[src/rtl/mac_pe_simd.sv]
// mac_pe_simd: multi-lane multiply-accumulate processing element for the
// systolic array. Each accepted beat multiplies LANES data/weight pairs,
// sums the products and adds the sum to an accumulator. After `len` beats
// the accumulator (plus an optional upstream partial sum) is drained to the
// result collector over a valid/ready handshake.
//
// Ports:
//   clk, rst_n                  clock, asynchronous active-low reset
//   start, len                  begin a result of `len` beats (IDLE only)
//   signed_mode, saturate_en    operand/accumulation mode, sampled at start
//   abort                       synchronous cancel back to IDLE
//   in_valid/in_ready           operand beat handshake
//   data_in, weight_in          packed lanes, lane i at [i*DATA_WIDTH +: DATA_WIDTH]
//   partial_sum_in, use_partial_sum  upstream partial sum added at drain
//   data_out, weight_out, fwd_valid  registered copy of each accepted beat
//   result_out, overflow_out    final result and its sticky overflow flag
//   out_valid/out_ready         result handshake
//   busy                        high whenever not IDLE
module mac_pe_simd #(
  parameter int DATA_WIDTH = 8,
  parameter int ACC_WIDTH  = 32,
  parameter int LANES      = 4,
  parameter int CNT_WIDTH  = 16
) (
  input  logic                        clk,
  input  logic                        rst_n,
  input  logic                        start,
  input  logic [CNT_WIDTH-1:0]        len,
  input  logic                        signed_mode,
  input  logic                        saturate_en,
  input  logic                        abort,
  input  logic                        in_valid,
  output logic                        in_ready,
  input  logic [LANES*DATA_WIDTH-1:0] data_in,
  input  logic [LANES*DATA_WIDTH-1:0] weight_in,
  input  logic [ACC_WIDTH-1:0]        partial_sum_in,
  input  logic                        use_partial_sum,
  output logic [LANES*DATA_WIDTH-1:0] data_out,
  output logic [LANES*DATA_WIDTH-1:0] weight_out,
  output logic                        fwd_valid,
  output logic [ACC_WIDTH-1:0]        result_out,
  output logic                        overflow_out,
  output logic                        out_valid,
  input  logic                        out_ready,
  output logic                        busy
);

  localparam int PW = 2 * DATA_WIDTH;
  localparam int SW = ACC_WIDTH + 1;

  typedef enum logic [1:0] {IDLE, ACCUM, FLUSH, DRAIN} state_t;

  state_t                      state, state_nxt;
  logic [CNT_WIDTH-1:0]        cnt;
  logic                        flush_cnt;
  logic                        signed_q, sat_q;
  logic                        ovf_acc;
  logic                        vld_p1;
  logic signed [SW-1:0]        lane_sum_p1;
  logic signed [ACC_WIDTH-1:0] acc_p2;

  logic                        accept, start_ok, drain_load;
  logic signed [SW-1:0]        lane_sum;
  logic [SW-1:0]               psum_ext;
  logic [ACC_WIDTH:0]          acc_add, res_add;

  logic [DATA_WIDTH-1:0]       d_lane, w_lane;
  logic signed [DATA_WIDTH:0]  d_ext, w_ext;
  logic signed [PW+1:0]        prod;

  // Adds an ACC_WIDTH accumulator to an already-extended ACC_WIDTH+1 addend.
  // Returns {overflow, value}; value is clamped when sat is set, else wrapped.
  function automatic logic [ACC_WIDTH:0] sat_add(
    input logic [ACC_WIDTH-1:0] a,
    input logic [SW-1:0]        b,
    input logic                 sgn,
    input logic                 sat
  );
    logic [SW-1:0]        a_ext, sum;
    logic                 ovf;
    logic [ACC_WIDTH-1:0] val;
    a_ext = {sgn & a[ACC_WIDTH-1], a};
    sum   = a_ext + b;
    // Signed: the extra bit disagrees with the sign bit. Unsigned: carry out.
    ovf   = sgn ? (sum[SW-1] != sum[SW-2]) : sum[SW-1];
    val   = sum[ACC_WIDTH-1:0];
    if (sat && ovf) begin
      if (!sgn)          val = '1;
      else if (sum[SW-1]) val = {1'b1, {(ACC_WIDTH-1){1'b0}}};
      else               val = {1'b0, {(ACC_WIDTH-1){1'b1}}};
    end
    return {ovf, val};
  endfunction

  assign accept     = (state == ACCUM) && in_valid && !abort;
  assign start_ok   = (state == IDLE) && start && !abort;
  assign drain_load = (state == FLUSH) && flush_cnt && !abort;

  // Each lane operand gets one extra bit (sign or zero) so a single signed
  // multiplier serves both modes; the product always fits in PW+1 bits.
  always_comb begin
    lane_sum = '0;
    d_lane   = '0;
    w_lane   = '0;
    d_ext    = '0;
    w_ext    = '0;
    prod     = '0;
    for (int i = 0; i < LANES; i++) begin
      d_lane   = data_in[i*DATA_WIDTH +: DATA_WIDTH];
      w_lane   = weight_in[i*DATA_WIDTH +: DATA_WIDTH];
      d_ext    = {signed_q & d_lane[DATA_WIDTH-1], d_lane};
      w_ext    = {signed_q & w_lane[DATA_WIDTH-1], w_lane};
      prod     = (PW+2)'(d_ext) * (PW+2)'(w_ext);
      lane_sum = lane_sum + SW'(prod);
    end
  end

  assign psum_ext = use_partial_sum ? {signed_q & partial_sum_in[ACC_WIDTH-1], partial_sum_in} : '0;
  assign acc_add  = sat_add(acc_p2, lane_sum_p1, signed_q, sat_q);
  assign res_add  = sat_add(acc_p2, psum_ext, signed_q, sat_q);

  always_ff @(posedge clk or negedge rst_n) begin
    if (!rst_n) state <= IDLE;
    else        state <= state_nxt;
  end

  always_comb begin
    state_nxt = state;
    if (abort) begin
      state_nxt = IDLE;
    end else begin
      case (state)
        IDLE:    if (start) state_nxt = (len == '0) ? FLUSH : ACCUM;
        ACCUM:   if (accept && cnt == CNT_WIDTH'(1)) state_nxt = FLUSH;
        FLUSH:   if (flush_cnt) state_nxt = DRAIN;
        DRAIN:   if (out_ready) state_nxt = IDLE;
        default: state_nxt = IDLE;
      endcase
    end
  end

  always_comb begin
    in_ready  = (state == ACCUM);
    out_valid = (state == DRAIN);
    busy      = (state != IDLE);
  end

  // Stage 0 -> 1: beat acceptance, control and forwarding registers
  always_ff @(posedge clk or negedge rst_n) begin
    if (!rst_n) begin
      cnt          <= '0;
      flush_cnt    <= 1'b0;
      signed_q     <= 1'b0;
      sat_q        <= 1'b0;
      ovf_acc      <= 1'b0;
      vld_p1       <= 1'b0;
      data_out     <= '0;
      weight_out   <= '0;
      result_out   <= '0;
      overflow_out <= 1'b0;
    end else begin
      vld_p1    <= accept;
      // Marks the second FLUSH cycle.
      flush_cnt <= (state == FLUSH) && !flush_cnt && !abort;
      if (accept) begin
        data_out   <= data_in;
        weight_out <= weight_in;
      end
      if (abort) begin
        cnt          <= '0;
        ovf_acc      <= 1'b0;
        overflow_out <= 1'b0;
      end else if (start_ok) begin
        cnt      <= len;
        ovf_acc  <= 1'b0;
        signed_q <= signed_mode;
        sat_q    <= saturate_en;
      end else begin
        if (accept) cnt <= cnt - CNT_WIDTH'(1);
        if (vld_p1) ovf_acc <= ovf_acc | acc_add[ACC_WIDTH];
        if (drain_load) begin
          result_out   <= res_add[ACC_WIDTH-1:0];
          overflow_out <= ovf_acc | res_add[ACC_WIDTH];
        end
      end
    end
  end

  // Stage 1 -> 2: lane sum capture and accumulation
  always_ff @(posedge clk) begin
    if (accept) lane_sum_p1 <= lane_sum;
    if (abort || start_ok) acc_p2 <= '0;
    else if (vld_p1)       acc_p2 <= acc_add[ACC_WIDTH-1:0];
  end

  assign fwd_valid = vld_p1;

endmodule
[config.mk]
export PLATFORM = sky130hd
export DESIGN_NAME = mac_pe_simd
export DESIGN_NICKNAME = d
export VERILOG_FILES = /design/src/rtl/mac_pe_simd.sv
export SDC_FILE = /design/constraint.sdc
export NUM_CORES = 1
export LEC_CHECK = 0
export CAP_MARGIN = 0
export CORE_UTILIZATION = 60
export DETAILED_ROUTE_END_ITERATION = 6
export GPL_TIMING_DRIVEN = 0
export PLACE_DENSITY = 0.91
export SETUP_SLACK_MARGIN = 0.02
export SLEW_MARGIN = 20
export SYNTH_ARGS = -nofsm -noshare
export SYNTH_HDL_FRONTEND = slang
export SYNTH_SLANG_ARGS = --single-unit
[constraint.sdc]
create_clock -name clk -period 8.74 [get_ports clk]
set_input_delay 1.311 -clock clk [delete_from_list [all_inputs] [get_ports clk]]
set_output_delay 1.311 -clock clk [all_outputs]
set_load 0.005 [all_outputs]
==> results of run 1 <==
==> critical path, cell delays in order <==
cell and delay (ns):
clkdlybuf4s50_1 0.65, and2_1 0.28, fa_1 0.41, inv_1 0.07, fa_1 0.41, inv_1 0.08
fa_1 0.44, fa_1 0.53, inv_1 0.06, fa_1 0.64, fa_1 0.48, fa_1 0.52
inv_1 0.06, fa_1 0.44, ha_1 0.34, a21oi_1 0.11, o21bai_1 0.13, a21oi_1 0.11
o21bai_1 0.24, nand4_1 0.25, a311oi_4 0.36, o21a_1 0.21, o21a_1 0.19, mux2i_1 0.23
nand2_1 0.16
==> cell usage after synthesis (6+ instances only) <==
cell type and count:
and3_1 15, nor2_1 114, nand2_1 407, clkbuf_1 97, xnor2_1 58, o22ai_1 29
o21a_1 11, o21ai_0 77, nor4_1 6, inv_1 482, nor3_1 18, dfxtp_1 32
nand2b_1 17, a311oi_1 7, dfrtp_1 120, or3_1 12, and2_1 156, a21o_1 33
or2_2 18, nand4_1 6, a31oi_1 7, ha_1 174, o21bai_1 9, o211ai_1 8
a21oi_1 102, nor2b_1 14, o21ai_1 6, nand3_1 13, fa_1 404, a211oi_1 16
edfxtp_1 21, xor2_1 33
==> per-stage QoR <==
step	setup WS, ns	hold slack [ns]
3_3_place_gp	-0.469	0.460
6_report	0.174	0.479
4_1_cts	0.0300	0.479
3_5_place_dp	-0.681	0.463
2_1_floorplan	0.693	0.463
5_1_grt	-0.00213	0.501
==> worst max path at each step <==
stage	end	slack, ns	depth (start not counted)
after global placement	lane_sum_p1[31]$_DFFE_PP_	-0.47	25
after detailed placement	lane_sum_p1[31]$_DFFE_PP_	-0.68	24
after global routing	lane_sum_p1[31]$_DFFE_PP_	-0.002	25
after CTS	lane_sum_p1[19]$_DFFE_PP_	0.03	26
final	lane_sum_p1[19]$_DFFE_PP_	0.17	25
after floorplan	lane_sum_p1[31]$_DFFE_PP_	0.69	27
==> final cells by class <==
class / instances / area [um^2] / area share [%]
Clock inverter: 14 / 125 / 0.467
Timing Repair Buffer: 171 / 1740 / 6.51
Antenna cell: 1 / 2.50 / 0.00935
Tap cell: 518 / 648 / 2.42
Multi-Input combinational cell: 1835 / 17300 / 64.5
Sequential cell: 173 / 4270 / 16.0
Inverter: 483 / 1820 / 6.78
Clock buffer: 18 / 429 / 1.60
Buffer: 109 / 467 / 1.74
==> metal layers <==
layer,GRT usage [%],share of wire (%)
met5,0,0
met4,21.7,7.1
met3,4.81,7.0
met2,58.1,51
met1,37.8,35
==> flip-flops by register name, indices dropped and copies added (netlist names) <==
name	count
signed_q	1
cnt	16
result_out	32
sat_q	1
state	2
flush_cnt	1
ovf_acc	1
data_out	32
overflow_out	1
fwd_valid	1
lane_sum_p1	21
weight_out	32
acc_p2	32
==> timing repair <==
action,in CTS,in global routing
resized for setup,8,31
pin swaps,0,4
setup buffers,0,0
hold buffers,0,0
endpoints found under the setup margin,5,5
==> cell families after synthesis <==
logic type | share of synthesized area (%)
muxes | 0.174
and+or+nand+nor | 16.0
xor gates and xnor gates | 3.49
buffers and inverters | 9.57
adders and majority gates | 43.2
AOI/OAI and AO/OA | 9.52
DFF | 18.0
==> out/metrics.yaml, run 1 <==
status:
  status: "finished clean"
final_layout:
  area_delta_synth_final_pct: 12.8
  n_fill_cell: 2793
  postLayoutCellArea_um2: 26800
  final_cells: 3322
  final_nets: 3489
  layout.cells.most_common: "inv_1"
  drive_gt1_share_pct: 4.00
  final_cell_mix: "482 x inv_1, 404 x nand2_1, 403 x fa_1"
  fin_util_pct: 68.9
yosys:
  synth-main-ff-cell: "dfrtp_1"
  async_flop_share_pct: 69.4
  synth-edff-count: 21
  synthCells: 2603
  yosysWarnings: 0
  syn-num-nets: 3302
  syn-cell-area_um2: 23700
  yosys.area.top_type: "fa_1"
  ys_ff_latch: 173
  synth_cell_type_count: 79
  synth_area_per_cell_um2: 9.12
  synth.area.top_cells: "fa_1 34%, dfrtp_1 13%, ha_1 9.2%"
  ys_seq_area_share_pct: 18.0
  yosys.area.top_type_share_pct: 34.1
global_routing:
  grt_overflow: 0
  grt_util_all_layers_pct: 33.1
  grt_pass1_wl_um: 104000
  grt_antenna_before_repair: 0
  grt_pass1_vias: 20700
  grt_max_degree: 70
place:
  dpl.hpwl_um: 52800
  dp_cells: 3292
  portBuffers: 169
  place_congestion: 0.901
  place_area_um2: 26100
hold_path:
  min_path_type: "reg2reg"
  min_from: "weight_out[24]$_DFFE_PN0P_"
  holdPathEnd: "weight_out[24]$_DFFE_PN0P_"
  min_path_cells: 2
drt:
  drtIter0Drc: 1507
  via_per_inst: 5.76
  wire_per_inst_um: 19.5
  firstDrtPassIters: 6
  routed_wl_um: 64600
  ant_nets: 0
  drc: 0
  num_vias: 19100
worst_setup_path:
  startpoint_type: "input port"
  r2r_cells: 26
  r2r-end: "lane_sum_p1[19]$_DFFE_PP_"
  cp_max_fo: 10
  cp-end-kind: "flip-flop"
  r2r_slack_ns: 0.36
  startpoint: "weight_in[19]"
  criticalPathCategory: "in2reg"
  arrival_ns: 8.73
  crit_required_ns: 8.91
  reg2reg_from: "signed_q$_DFFE_PN0P_"
clock_network:
  path_clk_slew_ns: 0.07
  ctsHtreeMaxLevel: 4
  clk_latency_ns: 0.45
  numCtsBuffers: 17
  clockRootBuffer: "clkbuf_16"
  clockBufferDepth: 2
  cts.sinks: 173
  cts_tree: "yes"
floorplanning:
  die-area_um2: 40400
  start_util_pct: 61.1
  coreArea_um2: 38800
  num_rows: 72
  die_w_um: 201
  num_io_pins: 222
  die_h_um: 201
timing:
  max-slew-margin-rel_pct: 42.2
  setup_violations: 0
  period_share_pct: 98.0
  skew_ns: 0.00951
  final.min_clock_period_ns: 8.57
  tightest_slew_ns: 0.867
  finalHoldViolCount: 0
  setup_tns_ns: 0
  final-max-slew-violation-count: 0
  fmax_mhz: 117
  rsz0062_at_grt: "yes"
job:
  timing.max_cap.violations: 0
Power of run 1 is not shown: default switching activity piles up to over one toggle a cycle in this logic, so the estimate is an artifact.
==> inputs of run 2 (changes only) <==
Settings changed: CTS_CLUSTER_DIAMETER from default to 60.
==> results of run 2 <==
The final DEF is identical to that of run 1; final timing and power are the same.
Power of run 2 is left out for the same reason.
==> inputs of run 3 (changes only) <==
Settings changed: CORE_MARGIN from default to 1, SLEW_MARGIN 20 to default.
==> out/metrics.yaml, run 3 (synthesized netlist as in run 1, its figures left out) <==
hold_path:
  min_path_type: "reg2reg"
  min_from: "data_out[15]$_DFFE_PN0P_"
  min_path_cells: 2
  holdPathEnd: "data_out[15]$_DFFE_PN0P_"
worst_setup_path:
  worst_path_max_delay_cell: "fa_2"
  crit_buf_inv: 6
  critical_path.cell_chain: "clkdlybuf4s50_1 -> and2_2 -> nand2_1 -> fa_2 -> inv_1 -> fa_1 -> inv_1 -> fa_1 -> inv_1 -> fa_1 -> fa_1 -> fa_1 -> fa_1 -> inv_1 -> fa_1 -> inv_1 -> ha_1 -> or2_2 -> a21oi_2 -> a21oi_2 -> a41o_1 -> o41ai_4 -> xnor2_2"
  crit_required_ns: 8.92
  r2r-end: "lane_sum_p1[19]$_DFFE_PP_"
  startpoint_type: "input port"
  cp-end-kind: "flip-flop"
  reg2reg_from: "signed_q$_DFFE_PN0P_"
  cp_max_fo: 7
  max_stage_delay_ns: 0.74
  path_delay_family: "adder cells"
  arrival_ns: 8.86
  criticalPathCategory: "in2reg"
  r2r_slack_ns: 0.40
  r2r_cells: 26
  cp_common_cell: "fa_1"
timing:
  final.min_clock_period_ns: 8.68
  period_share_pct: 99.3
  max-slew-margin-rel_pct: 39.4
  fmax_mhz: 115
  finalHoldViolCount: 0
  tightest_slew_ns: 0.909
  final-max-slew-violation-count: 0
  setup_tns_ns: 0
  setup_violations: 0
  skew_ns: 0.0128
drt:
  via_per_inst: 5.73
  firstDrtPassIters: 7
  num_vias: 19000
  drtIter0Drc: 1490
  drc: 12
  routed_wl_um: 64500
  ant_nets: 0
  wire_per_inst_um: 19.4
final_layout:
  final_nets: 3488
  final_cell_mix: "482 x inv_1, 405 x nand2_1, 403 x fa_1"
  n_fill_cell: 2829
  n_antenna_cell: 0
  layout.cells.most_common: "inv_1"
  area_delta_synth_final_pct: 12.7
  drive_gt1_share_pct: 4.03
job:
  timing.max_cap.violations: 0
clock_network:
  ctsHtreeMaxLevel: 4
  clk_latency_ns: 0.46
  clockRootBuffer: "clkbuf_16"
  cts_tree: "yes"
  clockBufferDepth: 2
  postCtsSetupBuffers: 0
  numCtsBuffers: 17
  holdBufCountCts: 0
  path_clk_slew_ns: 0.07
  cts.sinks: 173
place:
  portBuffers: 169
  place_congestion: 0.901
  dpl.hpwl_um: 52800
status:
  status: "finished with violations"
  violations: "DRC"
global_routing:
  grt_pass1_vias: 20800
  grt_util_all_layers_pct: 32.9
  grt_max_degree: 98
  grt_pass1_wl_um: 103000
  grt_antenna_before_repair: 0
  grt_overflow: 0
floorplanning:
  die_w_um: 201
  die_h_um: 201
  num_io_pins: 222
  start_util_pct: 61.1
  coreArea_um2: 38800
  num_rows: 72
  die-area_um2: 40400
run 3: worst reg2reg max path: stages, from the launching register on:
cell,delay [ns]
dfrtp_1,0.56
clkbuf_4,0.40
clkbuf_2,0.40
and3_1,0.28
inv_1,0.08
fa_1,0.65
inv_1,0.14
fa_1,0.58
inv_1,0.15
fa_1,0.50
inv_1,0.05
fa_1,0.49
inv_1,0.06
fa_1,0.51
inv_1,0.07
fa_1,0.52
fa_1,0.52
inv_1,0.07
fa_1,0.49
inv_1,0.04
ha_1,0.40
inv_1,0.11
a311oi_4,0.30
o21a_1,0.19
o21a_1,0.16
mux2i_1,0.21
nand2_1,0.16
run 3: metal layers:
metal,GRT usage (%),up-vias,share of wire [%]
met4,23.9,0,7.3
met3,5.05,281,6.5
met5,0,-,0
met2,57.1,875,51
li1,-,8443,-
met1,37.0,9435,36
run 3: worst max path at each step:
stage	cells after the start	from	end
after floorplan	27	data_in[7]	lane_sum_p1[31]$_DFFE_PP_
after global placement	25	data_in[31]	lane_sum_p1[31]$_DFFE_PP_
after detailed placement	24	data_in[31]	lane_sum_p1[31]$_DFFE_PP_
after CTS	26	data_in[21]	lane_sum_p1[19]$_DFFE_PP_
after global routing	25	data_in[31]	lane_sum_p1[31]$_DFFE_PP_
final	23	data_in[31]	lane_sum_p1[31]$_DFFE_PP_
run 3: per-stage QoR:
step	hold WS [ns]	util (%)	std cells	setup WS (ns)	area, um^2
final	0.478	68.9	3320	0.0648	26700
after global routing	0.507	68.9	3320	-0.135	26700
after CTS	0.481	68.7	3322	0.0171	26700
after detailed placement	0.463	67.2	3291	-0.724	26100
after global placement	0.460	67.2	3290	-0.469	26100
after floorplan	0.463	-	2603	0.693	23700
run 3: repair_timing:
| item | 4_1_cts | 5_1_grt |
|---|---|---|
| pin swaps | 0 | 3 |
| resized for setup | 7 | 37 |
| endpoints found under the setup margin | 5 | 5 |
run 3: layout make-up:
class                           count  area [um^2]  area share [%]
Buffer                            109          470            1.76
Clock buffer                       18          429            1.60
Clock inverter                     14          125           0.468
Inverter                          483         1820            6.79
Multi-Input combinational cell   1835        17300            64.5
Sequential cell                   173         4270            16.0
Tap cell                          518          648            2.42
Timing Repair Buffer              170         1720            6.44
Power of run 3 is left out for the same reason.
